**config.mk**
```make
export PLATFORM = sky130hd
export DESIGN_NAME = alu_dispatch
export DESIGN_NICKNAME = d
export VERILOG_FILES = /design/src/rtl/alu_dispatch.sv
export SDC_FILE = /design/constraint.sdc
export NUM_CORES = 1
export LEC_CHECK = 0
export CAP_MARGIN = 15
export CORE_MARGIN = 2
export CORE_UTILIZATION = 45
export CTS_BUF_LIST = sky130_fd_sc_hd__clkbuf_8
export DETAILED_ROUTE_END_ITERATION = 16
export GPL_ROUTABILITY_DRIVEN = 0
export GPL_TIMING_DRIVEN = 0
export PLACE_DENSITY = 0.77
export SLEW_MARGIN = 20
export SYNTH_ARGS = -nofsm -noshare
export SYNTH_HDL_FRONTEND = slang
export SYNTH_SLANG_ARGS = --single-unit
```
**constraint.sdc**
```tcl
create_clock -name clock -period 4.9 [get_ports clock]
set_clock_uncertainty 0.05 [all_clocks]
set_input_delay 1.225 -clock clock [delete_from_list [all_inputs] [get_ports clock]]
set_output_delay 1.225 -clock clock [all_outputs]
set_load 0.03 [all_outputs]
```
**src/rtl/alu_dispatch.sv**
```systemverilog
// Command FIFO and single-outstanding issue sequencer in front of the multi-cycle ALU.
// Optional completed-operation counter enabled by defining ALU_DISPATCH_STATS_EN.
module alu_dispatch #(
    parameter int N     = 4,
    parameter int DEPTH = 4
) (
    input  logic         clock,
    input  logic         reset,
    input  logic         cmd_valid,
    output logic         cmd_ready,
    input  logic [4:0]   cmd_opcode,
    input  logic [N-1:0] cmd_A,
    input  logic [N-1:0] cmd_B,
    output logic         alu_start,
    input  logic         alu_finished,
    output logic [4:0]   alu_opcode,
    output logic [N-1:0] alu_A,
    output logic [N-1:0] alu_B,
    input  logic [N-1:0] alu_Y,
    input  logic [N-1:0] alu_X,
    output logic         res_valid,
    input  logic         res_ready,
    output logic [4:0]   res_opcode,
    output logic [N-1:0] res_Y,
    output logic [N-1:0] res_X,
    output logic [15:0]  ops_done
);

    localparam int AW = (DEPTH > 1) ? $clog2(DEPTH) : 1;
    localparam logic [AW:0] CNT_FULL = (AW+1)'(DEPTH);

    localparam logic [1:0] ST_IDLE  = 2'd0;
    localparam logic [1:0] ST_ISSUE = 2'd1;
    localparam logic [1:0] ST_WAIT  = 2'd2;
    localparam logic [1:0] ST_HOLD  = 2'd3;

    typedef struct packed {
        logic [4:0]   op;
        logic [N-1:0] a;
        logic [N-1:0] b;
    } cmd_t;

    cmd_t          r_mem [DEPTH];
    logic [AW-1:0] r_wptr;
    logic [AW-1:0] r_rptr;
    logic [AW:0]   r_count;
    logic [1:0]    r_state;
    logic [4:0]    r_alu_op;
    logic [N-1:0]  r_alu_a;
    logic [N-1:0]  r_alu_b;
    logic          r_res_valid;
    logic [4:0]    r_res_op;
    logic [N-1:0]  r_res_y;
    logic [N-1:0]  r_res_x;

    logic w_full;
    logic w_empty;
    logic w_push;
    logic w_pop;
    cmd_t w_head;

    assign w_full  = (r_count == CNT_FULL);
    assign w_empty = (r_count == '0);
    // Gated by reset so the port reads 0 while held in reset even though the FIFO is empty.
    assign cmd_ready = reset && !w_full;
    assign w_push  = cmd_valid && cmd_ready;
    assign w_pop   = !w_empty &&
                     ((r_state == ST_IDLE) || (r_state == ST_HOLD && res_ready));
    assign w_head  = r_mem[r_rptr];

    always_ff @(posedge clock) begin
        if (w_push)
            r_mem[r_wptr] <= '{op: cmd_opcode, a: cmd_A, b: cmd_B};
    end

    always_ff @(posedge clock or negedge reset) begin
        if (!reset) begin
            r_wptr  <= '0;
            r_rptr  <= '0;
            r_count <= '0;
        end else begin
            if (w_push)
                r_wptr <= r_wptr + AW'(1);
            if (w_pop)
                r_rptr <= r_rptr + AW'(1);
            case ({w_push, w_pop})
                2'b10:   r_count <= r_count + (AW+1)'(1);
                2'b01:   r_count <= r_count - (AW+1)'(1);
                default: r_count <= r_count;
            endcase
        end
    end

    always_ff @(posedge clock or negedge reset) begin
        if (!reset) begin
            r_state     <= ST_IDLE;
            r_alu_op    <= '0;
            r_alu_a     <= '0;
            r_alu_b     <= '0;
            r_res_valid <= 1'b0;
            r_res_op    <= '0;
            r_res_y     <= '0;
            r_res_x     <= '0;
        end else begin
            case (r_state)
                ST_IDLE: begin
                    if (w_pop) begin
                        r_alu_op <= w_head.op;
                        r_alu_a  <= w_head.a;
                        r_alu_b  <= w_head.b;
                        r_state  <= ST_ISSUE;
                    end
                end
                ST_ISSUE: r_state <= ST_WAIT;
                ST_WAIT: begin
                    if (alu_finished) begin
                        r_res_y     <= alu_Y;
                        r_res_x     <= alu_X;
                        r_res_op    <= r_alu_op;
                        r_res_valid <= 1'b1;
                        r_state     <= ST_HOLD;
                    end
                end
                ST_HOLD: begin
                    // Popping on the handshake cycle skips IDLE for back-to-back issue.
                    if (res_ready) begin
                        r_res_valid <= 1'b0;
                        if (w_pop) begin
                            r_alu_op <= w_head.op;
                            r_alu_a  <= w_head.a;
                            r_alu_b  <= w_head.b;
                            r_state  <= ST_ISSUE;
                        end else begin
                            r_state  <= ST_IDLE;
                        end
                    end
                end
                default: r_state <= ST_IDLE;
            endcase
        end
    end

    assign alu_start  = (r_state == ST_ISSUE);
    assign alu_opcode = r_alu_op;
    assign alu_A      = r_alu_a;
    assign alu_B      = r_alu_b;
    assign res_valid  = r_res_valid;
    assign res_opcode = r_res_op;
    assign res_Y      = r_res_y;
    assign res_X      = r_res_x;

`ifdef ALU_DISPATCH_STATS_EN
    logic [15:0] r_ops_done;

    always_ff @(posedge clock or negedge reset) begin
        if (!reset)
            r_ops_done <= '0;
        else if (r_res_valid && res_ready)
            r_ops_done <= r_ops_done + 16'd1;
    end

    assign ops_done = r_ops_done;
`else
    assign ops_done = '0;
`endif

endmodule

```
==> flow_summary_export.csv, run 1 <==
group,metric,value,unit
synthesis,syn_inst,201,
critical_path,cpPeakStageDelay,0.65,ns
timing,rsz0062_at_grt,"false",
synthesis,synth_top_area_share,42.3,%
routing,wirelength,5990,um
timing,fmaxAchievable,263,MHz
power_and_ir_drop,clock_power_share,17.3,%
synthesis,yosysSeqAreaShare,66.7,%
power_and_ir_drop,leakage,1.82,nW
grt,grt_pass1_vias,1871,
power_and_ir_drop,comb_power_share,43.6,%
grt,grt_max_degree,30,
placement,post-place-cells,376,
critical_path,cp_max_fo,29,
die,core-area,8090,um^2
routing,first_pass_iters,4,
synthesis,synth_area_per_cell,18.4,um^2
grt,grt_pass1_wl,9230,um
synthesis,synth_ff_type,"edfxtp_1",
die,die_h,94.6,um
power_and_ir_drop,p_int,1.86,mW
timing,fin_crit_sh,77.6,%
cts,cts_sinks,88,
cts,worstSkewPairLatency,0.35,ns
synthesis,ys_warn_count,0,
cts,cts_htree_levels,3,
timing,finalWorstSetupSlack,1.10,ns
power_and_ir_drop,p_sw_share,34.9,%
die,start_util,45.6,%
critical_path,crit_slowest_cell,"clkdlybuf4s50_1",
placement,pre_cts_ws,1.06,ns
cts,post-cts-setup-buffer-count,0,
critical_path,critPathKind,"in2out",
timing,finalHoldViolCount,0,
routing,detail-route-antenna-nets,0,
cts,clockRootBuffer,"clkbuf_8",
synthesis,synth_top_area_cell,"edfxtp_1",
power_and_ir_drop,power_density,616,nW/um^2
layout,n_antenna_cell,0,
routing,dr.first_iter.drc_count,85,
timing,setup_viol,0,
layout,fin_cells,392,
placement,placement.cell_area,4440,um^2
synthesis,syn-cell-area,3690,um^2
timing,worst_pin_slew,0.719,ns
power_and_ir_drop,power.switching,0.995,mW
placement,numPortBuffers,54,
synthesis,synth_common_cells,"52 x edfxtp_1, 36 x dfrtp_1, 28 x mux2_2, 16 x buf_4, 13 x mux4_1",
critical_path,cp.arrival,2.53,ns
power_and_ir_drop,p_seq_share,39.1,%
run_status,status,"completed",
cts,cts_tree,"built",
cts,post_cts_resized,0,
routing,num_vias,1876,
timing,finalMaxSlewViolations,0,
grt,grt_usage,14.3,%
routing,wire_per_inst,15.3,um
layout,drive_above_1_share,23.7,%
power_and_ir_drop,irDropWorstVdd,199,uV
critical_path,cp_data_required_time,3.62,ns
synthesis,synthArstFlopShare,40.9,%
min_path,min-delay-path-class,"reg2reg",
placement,dp_hpwl,4160,um
layout,synthToLayoutAreaGrowth,25.4,%
die,io_pins,71,
synthesis,yosys.cell_count.top_type,"edfxtp_1",
flow_run,maxCapViolCount,0,
die,fp.dieW,94.6,um
routing,drc,0,
layout,nNetsFinal,319,
grt,antenna_found_initial,0,
critical_path,cp-start-kind,"input port",
critical_path,crit_chain,"buf_2, buf_12, o31a_2, clkdlybuf4s50_1",
cts,ctsLongestPathBuffers,2,
layout,fin_area,4630,um^2
die,num_rows,33,
synthesis,synth_cell_types,32,
die,die_area,8950,um^2
synthesis,ys_ff_latch,88,
cts,cts.reportedPaths.clkPinSlew,0.08,ns
timing,fin_crit,3.80,ns
layout,utilization,57.2,%
synthesis,synth_area_leaders,"edfxtp_1 42%, dfrtp_1 24%, mux4_1 9.3%",
critical_path,end_kind,"output pin",
synthesis,synth_edf_count,52,
cts,numCtsBuffers,9,
timing,relSlewSlack,52.1,%
grt,grt_overflow,0,
routing,viasPerCell,4.79,
cts,cts_hold_buf,0,
final timing paths:
check                                   to  slack [ns]  cells past startpoint        from
worst max-delay path             cmd_ready        1.10                      4       reset
worst min-delay path              res_X[0]        0.46                      1    res_X[0]
worst max register to register  r_count[2]        2.63                      9  r_state[0]
worst min register to register    res_X[0]        0.46                      1    res_X[0]
max in group asynchronous         res_Y[0]        3.68                      2       reset
min in group asynchronous         alu_A[3]        0.69                      1       reset
critical path: cells and delay by family:
kind / cells / cell delay [ns]
buffers and inverters: 3 / 1.13
AO/OA/AOI/OAI: 1 / 0.16
metal layers:
layer / global-route usage [%] / wire, um
met4: 7.97 / 128
met2: 25.7 / 3130
met3: 4.07 / 410
met5: 0 / 0
met1: 15.1 / 2320
flip-flops by register name, summed over array words and instances (netlist names):
signal      flops
r_mem          52
alu_opcode      5
res_opcode      5
alu_A           4
alu_B           4
res_X           4
res_Y           4
r_count         3
r_rptr          2
r_state         2
r_wptr          2
res_valid       1
cells by family after synthesis:
| logic type | share of synthesized area (%) |
|---|---|
| and+or+nand+nor | 2.88 |
| adders and majority gates | 3.93 |
| buffers and inverters | 4.98 |
| AOI/OAI and AO/OA | 1.53 |
| xor gates and xnor gates | 1.42 |
| DFF | 66.7 |
| other | 0.102 |
| muxes | 18.5 |
cell usage in the layout, fill, tap and decap left out, types with 2 or more instances in the layout:
cell type        instances
buf_6                    3
and2_1                   4
dfrtp_1                 36
clkbuf_8                 9
mux2_2                  28
a21oi_1                  2
inv_1                    7
nand2_1                  3
nand2b_1                 2
nor2_1                   3
conb_1                  16
ha_1                    10
clkinv_4                 2
clkdlybuf4s50_1         53
mux4_1                  13
edfxtp_1                52
xnor2_1                  4
xor2_1                   2
buf_4                   16
power by group through the flow:
stage                     logic [mW]  clock network [mW]  registers [mW]
after floorplan                0.629                   0            1.34
after global placement          1.23                   0            1.12
after detailed placement        1.26                   0            1.13
after CTS                       1.27               0.505            1.12
after global routing            1.34               0.540            1.14
final                           1.24               0.493            1.11
stage by stage:
| step | setup TNS (ns) | total power, mW | hold WS (ns) |
|---|---|---|---|
| 4_1_cts | 0 | 2.89 | 0.464 |
| 2_1_floorplan | 0 | 1.97 | 0.484 |
| 6_report | 0 | 2.85 | 0.458 |
| 3_3_place_gp | -0.329 | 2.35 | 0.436 |
| 5_1_grt | 0 | 3.02 | 0.471 |
| 3_5_place_dp | 0 | 2.40 | 0.444 |
layout make-up:
type / count / area, um^2
Sequential cell: 88 / 2460
Clock buffer: 9 / 124
Fill cell: 631 / 3460
Timing Repair Buffer: 55 / 556
Inverter: 6 / 22.5
Tap cell: 105 / 131
Buffer: 21 / 161
Multi-Input combinational cell: 101 / 1100
Clock inverter: 7 / 72.6
Note: power is estimated with default switching activity, not from simulation.
==> inputs of run 2 (changes only) <==
==> constraint.sdc (replaced) <==
create_clock -name clock -period 3.72 [get_ports clock]
set_clock_uncertainty 0.05 [all_clocks]
set_input_delay 0.93 -clock clock [delete_from_list [all_inputs] [get_ports clock]]
set_output_delay 0.93 -clock clock [all_outputs]
set_load 0.03 [all_outputs]
==> results of run 2 <==
The final DEF is identical to that of run 1. Status: completed.
Main changes from that run: setup slack after placement 1.06 ns -> 0.466 ns; setup slack after layout 1.10 ns -> 0.507 ns; hold slack 0.458 ns -> 0.393 ns; register-to-register setup slack 2.63 ns -> 1.45 ns; total power 2.85 mW -> 3.76 mW; worst IR drop on VDD 199 uV -> 262 uV
==> inputs of run 3 (changes only) <==
--- a/config.mk
+++ b/config.mk
@@ -6,7 +6,7 @@
 export NUM_CORES = 1
 export LEC_CHECK = 0
 export CAP_MARGIN = 15
-export CORE_MARGIN = 2
+export CORE_MARGIN = 5
 export CORE_UTILIZATION = 45
 export CTS_BUF_LIST = sky130_fd_sc_hd__clkbuf_8
 export DETAILED_ROUTE_END_ITERATION = 16
==> run 3 against run 2 <==
Worst hold slack is essentially flat. Clock-buffer cell count grew 1. Global-route usage shrank 1.4 points. Design area is essentially flat. Fmax grew 0.13%. Final cell count is the same. Highest routed layer unchanged. Sequential power is essentially flat. Critical path type unchanged. Core utilization is essentially flat. Critical path depth is the same.
==> flow_summary_export.csv, run 3 (synthesis results as in run 1) <==
group,metric,value,unit
run_status,status,"completed",
cts,cts.reportedPaths.clkPinSlew,0.08,ns
timing,fin_crit_sh,86.2,%
critical_path,cp-start-kind,"input port",
critical_path,cp.arrival,2.23,ns
layout,final_cell_mix,"53 x clkdlybuf4s50_1, 52 x edfxtp_1, 36 x dfrtp_1",
critical_path,crit_chain,"buf_2, buf_12, o31a_2, clkdlybuf4s50_1",
cts,clockRootBuffer,"clkbuf_8",
routing,first_pass_iters,4,
die,die_h,101,um
layout,n_fill_cell,634,
routing,dr.first_iter.drc_count,122,
min_path,min-delay-path-class,"in2async",
grt,grt_max_degree,30,
timing,finalHoldViolCount,0,
cts,cts_htree_levels,3,
placement,placement.cell_area,4440,um^2
cts,cts_tree,"built",
die,core-area,8090,um^2
die,die_area,10100,um^2
critical_path,cp_max_fo,29,
critical_path,cpPeakStageDelay,0.66,ns
layout,multiInputGateArea,1100,um^2
cts,ctsLongestPathBuffers,2,
grt,antenna_found_initial,0,
power_and_ir_drop,power_density,810,nW/um^2
layout,largest_reg_flops,52,
layout,fin_area,4630,um^2
layout,layout.cells.most_common,"clkdlybuf4s50_1",
placement,numPortBuffers,54,
routing,drc,0,
flow_run,maxCapViolCount,0,
critical_path,critPathBufInv,3,
timing,fin_crit,3.21,ns
die,start_util,45.6,%
routing,num_vias,1895,
timing,setup_viol,0,
routing,viasPerCell,4.83,
critical_path,end_kind,"output pin",
die,num_rows,33,
cts,worstSkewPairLatency,0.34,ns
critical_path,critical-path-top-delay-family,"buffers and inverters",
timing,relSlewSlack,53.8,%
die,io_pins,71,
critical_path,crit_slowest_cell,"clkdlybuf4s50_1",
timing,finalMaxSlewViolations,0,
routing,detail-route-antenna-nets,0,
routing,wire_per_inst,15.6,um
timing,fmaxAchievable,312,MHz
timing,worst_pin_slew,0.692,ns
layout,nNetsFinal,319,
grt,grt_pass1_vias,1965,
cts,cts_hold_buf,0,
grt,grt_pass1_wl,9800,um
timing,tns,0,ns
routing,wirelength,6120,um
power_and_ir_drop,irDropWorstVdd,340,uV
timing,finalWorstSetupSlack,0.512,ns
grt,grt_overflow,0,
layout,regMostFlops,"r_mem",
cts,post_cts_resized,0,
layout,drive_above_1_share,23.3,%
placement,dp_hpwl,4300,um
timing,rsz0062_at_grt,"false",
grt,grt_usage,12.9,%
critical_path,cp_data_required_time,2.74,ns
cts,cts_sinks,88,
layout,utilization,57.3,%
layout,n_antenna_cell,0,
critical_path,critPathKind,"in2out",
cts,post-cts-setup-buffer-count,0,
die,fp.dieW,101,um
layout,synthToLayoutAreaGrowth,25.5,%
power_and_ir_drop,leakage,1.82,nW
layout,seqCellArea,2460,um^2
placement,pre_cts_ws,0.464,ns
power_and_ir_drop,p_total,3.75,mW
cts,numCtsBuffers,9,
-- run 3: worst reg2reg max path, delay by kind of cell (launching register included) --
kind | cells | cell delay, ns
adder cells (fa/ha/maj) | 3 | 0.89
flip-flops | 1 | 0.44
XOR/XNOR | 2 | 0.31
AO/OA/AOI/OAI | 1 | 0.22
AND/OR/NAND/NOR | 2 | 0.19
buffers and inverters | 1 | 0.13
-- run 3: routing by layer --
| layer | up-vias | share of wire, % | GRT usage, % |
|---|---|---|---|
| met1 | 926 | 40 | 15.0 |
| li1 | 894 | - | - |
| met3 | 11 | 7.0 | 3.32 |
| met4 | 0 | 2.3 | 7.15 |
| met5 | - | 0 | 0 |
| met2 | 64 | 51 | 21.8 |
-- run 3: power breakdown --
part / switching, mW / total (mW) / internal (mW)
clock: 0.321 / 0.647 / 0.325
sequential: 0.154 / 1.47 / 1.31
combinational: 0.822 / 1.64 / 0.818
total: 1.30 / 3.75 / 2.46
-- run 3: per-stage QoR --
stage	cells	hold WS [ns]
2_1_floorplan	216	0.484
3_3_place_gp	375	0.435
3_5_place_dp	376	0.443
4_1_cts	392	0.380
5_1_grt	392	0.389
6_report	392	0.393
-- run 3: final cells by class --
cell class | count | share of cell area (%)
buffer | 21 | 3.48
tap | 105 | 2.83
multi-input combinational | 101 | 23.8
timing repair buffer | 55 | 12.0
sequential | 88 | 53.1
inverter | 6 | 0.486
clock buffer | 10 | 2.97
clock inverter | 6 | 1.32
-- run 3: path summary, 6_finish.rpt --
kind	start	to	slack, ns	cells after the start
setup / recovery	reset	cmd_ready	0.51	4
hold / removal	reset	alu_A[3]	0.39	1
setup reg to reg	r_state[0]	r_count[2]	1.39	9
hold reg to reg	res_Y[2]	res_Y[2]	0.46	1
max in group asynchronous	reset	alu_opcode[0]	2.80	2
min in group clock	res_Y[2]	res_Y[2]	0.46	1
==> RTL change (flow settings as in run 2) <==
The parameter `DEPTH` goes from 4 to 2.
--- a/src/rtl/alu_dispatch.sv
+++ b/src/rtl/alu_dispatch.sv
@@ -4,3 +4,3 @@
     parameter int N     = 4,
-    parameter int DEPTH = 4
+    parameter int DEPTH = 2
 ) (
Behaviour: not the same (a bounded check fails within 4 cycles, from zero or initial values and one cycle with reset low).
==> RTL change against run 2 <==
Hold slack better by 21 ps. Total power down 19%. Cell area down 26%. Synthesized cell count down 22%. Area after synthesis down 31%. Clock power down 14%. Via count down 25%. Sequential cell count down 29. Utilization up 5.5 points. Sequential power down 29%. Register-to-register slack better by 470 ps. Setup slack worse by 8.3 ps. Wire length down 30%. Combinational power down 12%. Highest routed layer unchanged.
==> RTL change: results (changes against run 2) <==
Synth
  – Yosys cell types: 27 (was 32)
  – Top cells by area, synth: dfrtp_1 33%, edfxtp_1 31%, mux2_2 13% (was edfxtp_1 42%, dfrtp_1 24%, mux4_1 9.3%)
  – XOR/XNOR share of the synthesized area: 1.73% (was 1.42%)
  – Syn Area/Cell: 16.1 um^2 (was 18.4 um^2)
  – Most used DFF post-synth: dfrtp_1 (was edfxtp_1)
  – Mux cell area share after synthesis: 19.7% (was 18.5%)
  – Synth Area in Compound Gates: 3.01% (was 1.52%)
  – Post-synth EDFFs: 26 (was 52)
  – Post-synthesis async set-or-reset flop share: 55.9% (was 40.9%)
  – Adder-Cell Fraction of Synth Area: 2.96% (was 3.93%)
  – Seq/Total Area, Yosys: 63.4% (was 66.7%)
  – Synth cell count leaders: 33 x dfrtp_1, 30 x mux2_2, 26 x edfxtp_1 (was 52 x edfxtp_1, 36 x dfrtp_1, 28 x mux2_2)

STA
  – Relative slew margins: 50.9% (was 52.1%)

Status
  – Status: finished clean (unchanged)

CTS
  – Setup bufs post-CTS: 0 (unchanged)
  – CTS buffer count: 9 (unchanged)
  – Worst skew pair latency: 330 ps (was 350 ps)
  – Clock tree buffer depth: 2 (unchanged)

Power
  – Int Pwr: 0.00197 W (was 0.00245 W)
  – Combinational share of power: 47.5% (was 43.6%)
  – Share of power burned in registers: 34.2% (was 39.1%)
  – Psw: 0.00108 W (was 0.00131 W)
  – Max IR drop VDD: 0.000391 V (was 0.000262 V)
  – Leakage: 1.43 nW (was 1.82 nW)

Place
  – Pre-CTS setup slack: 477 ps (was 466 ps)
  – Post-DP HPWL: 2880 um (was 4160 um)
  – Placed insts: 299 (was 376)

Layout
  – Final net count: 270 (was 319)
  – Fin cells: 315 (was 392)
  – Max reg flops: 26 (was 52)
  – Layout cells sized above 1: 33.7% (was 23.7%)
  – Fill count: 446 (was 631)

Setup path
  – CP max FO: 26 (was 29)
  – Crit-path leading delay family: buffers and inverters (unchanged)
  – Critical Path Slowest Stage Cell: clkdlybuf4s50_1 (unchanged)
  – Max stage delay on crit path: 670 ps (was 650 ps)

Global route
  – All-Layer GR Usage: 14.6% (was 14.3%)
  – First-pass GRT wire length: 6810 um (was 9230 um)
  – Largest net degree at the start of global routing: 27 (was 30)

Route
  – WL final: 4190 um (was 5990 um)
  – Initial drt markers: 59 (was 85)
  – Routed via count: 1403 (was 1876)

Die
  – Full die area: 6240 um^2 (was 8950 um^2)
RTL change: cell count changes after synthesis, sizes merged, moves of 2 or more:
cell    delta
nand2      -2
nand2b     -2
ha         -4
edfxtp    -26
mux4      -13
and2       -4
dfrtp      -3
o21ai      +2
nor2       +3
inv        -2
mux2      +11
RTL change: area by class of cell:
cell class,count,area share (%)
sequential,59,46.8
inverter,4,0.438
timing repair buffer,55,16.2
tap,72,2.63
multi-input combinational,89,23.9
clock inverter,6,1.64
clock buffer,10,4.01
buffer,20,4.34
RTL change: per-layer routing:
| layer | track usage, % | routed length, um | vias up |
|---|---|---|---|
| met2 | 22.9 | 2010 | 41 |
| met3 | 3.18 | 192 | 10 |
| met1 | 18.0 | 1870 | 666 |
| li1 | - | - | 686 |
| met5 | 0 | 0 | - |
| met4 | 9.83 | 118 | 0 |
RTL change: worst register-to-register path: cells and delay by family (launching register included):
family / cells / cell delay (ps)
adders and majority gates: 1 / 270
buffers and inverters: 2 / 340
DFF: 1 / 410
muxes: 2 / 460
and+or+nand+nor: 1 / 160
RTL change: path summary, 6_finish.rpt:
kind	from	to	slack [ps]	cells past startpoint
setup / recovery	reset	cmd_ready	500	4
hold / removal	reset	alu_A[1]$_DFFE_PN0P_	410	1
setup reg to reg	r_state[0]$_DFFE_PN0P_	alu_A[0]$_DFFE_PN0P_	1920	6
hold reg to reg	res_X[2]$_DFFE_PN0P_	res_X[2]$_DFFE_PN0P_	450	1
max in group asynchronous	reset	res_valid$_DFFE_PN0P_	2780	2
min in group clock	res_X[2]$_DFFE_PN0P_	res_X[2]$_DFFE_PN0P_	450	1
RTL change: metrics by stage:
step / instance area, um^2 / TNS (ps)
after global placement: 3220 / -11390
after detailed placement: 3230 / 0
after CTS: 3430 / 0
after floorplan: 2590 / 0
final: 3430 / 0
after global routing: 3430 / 0
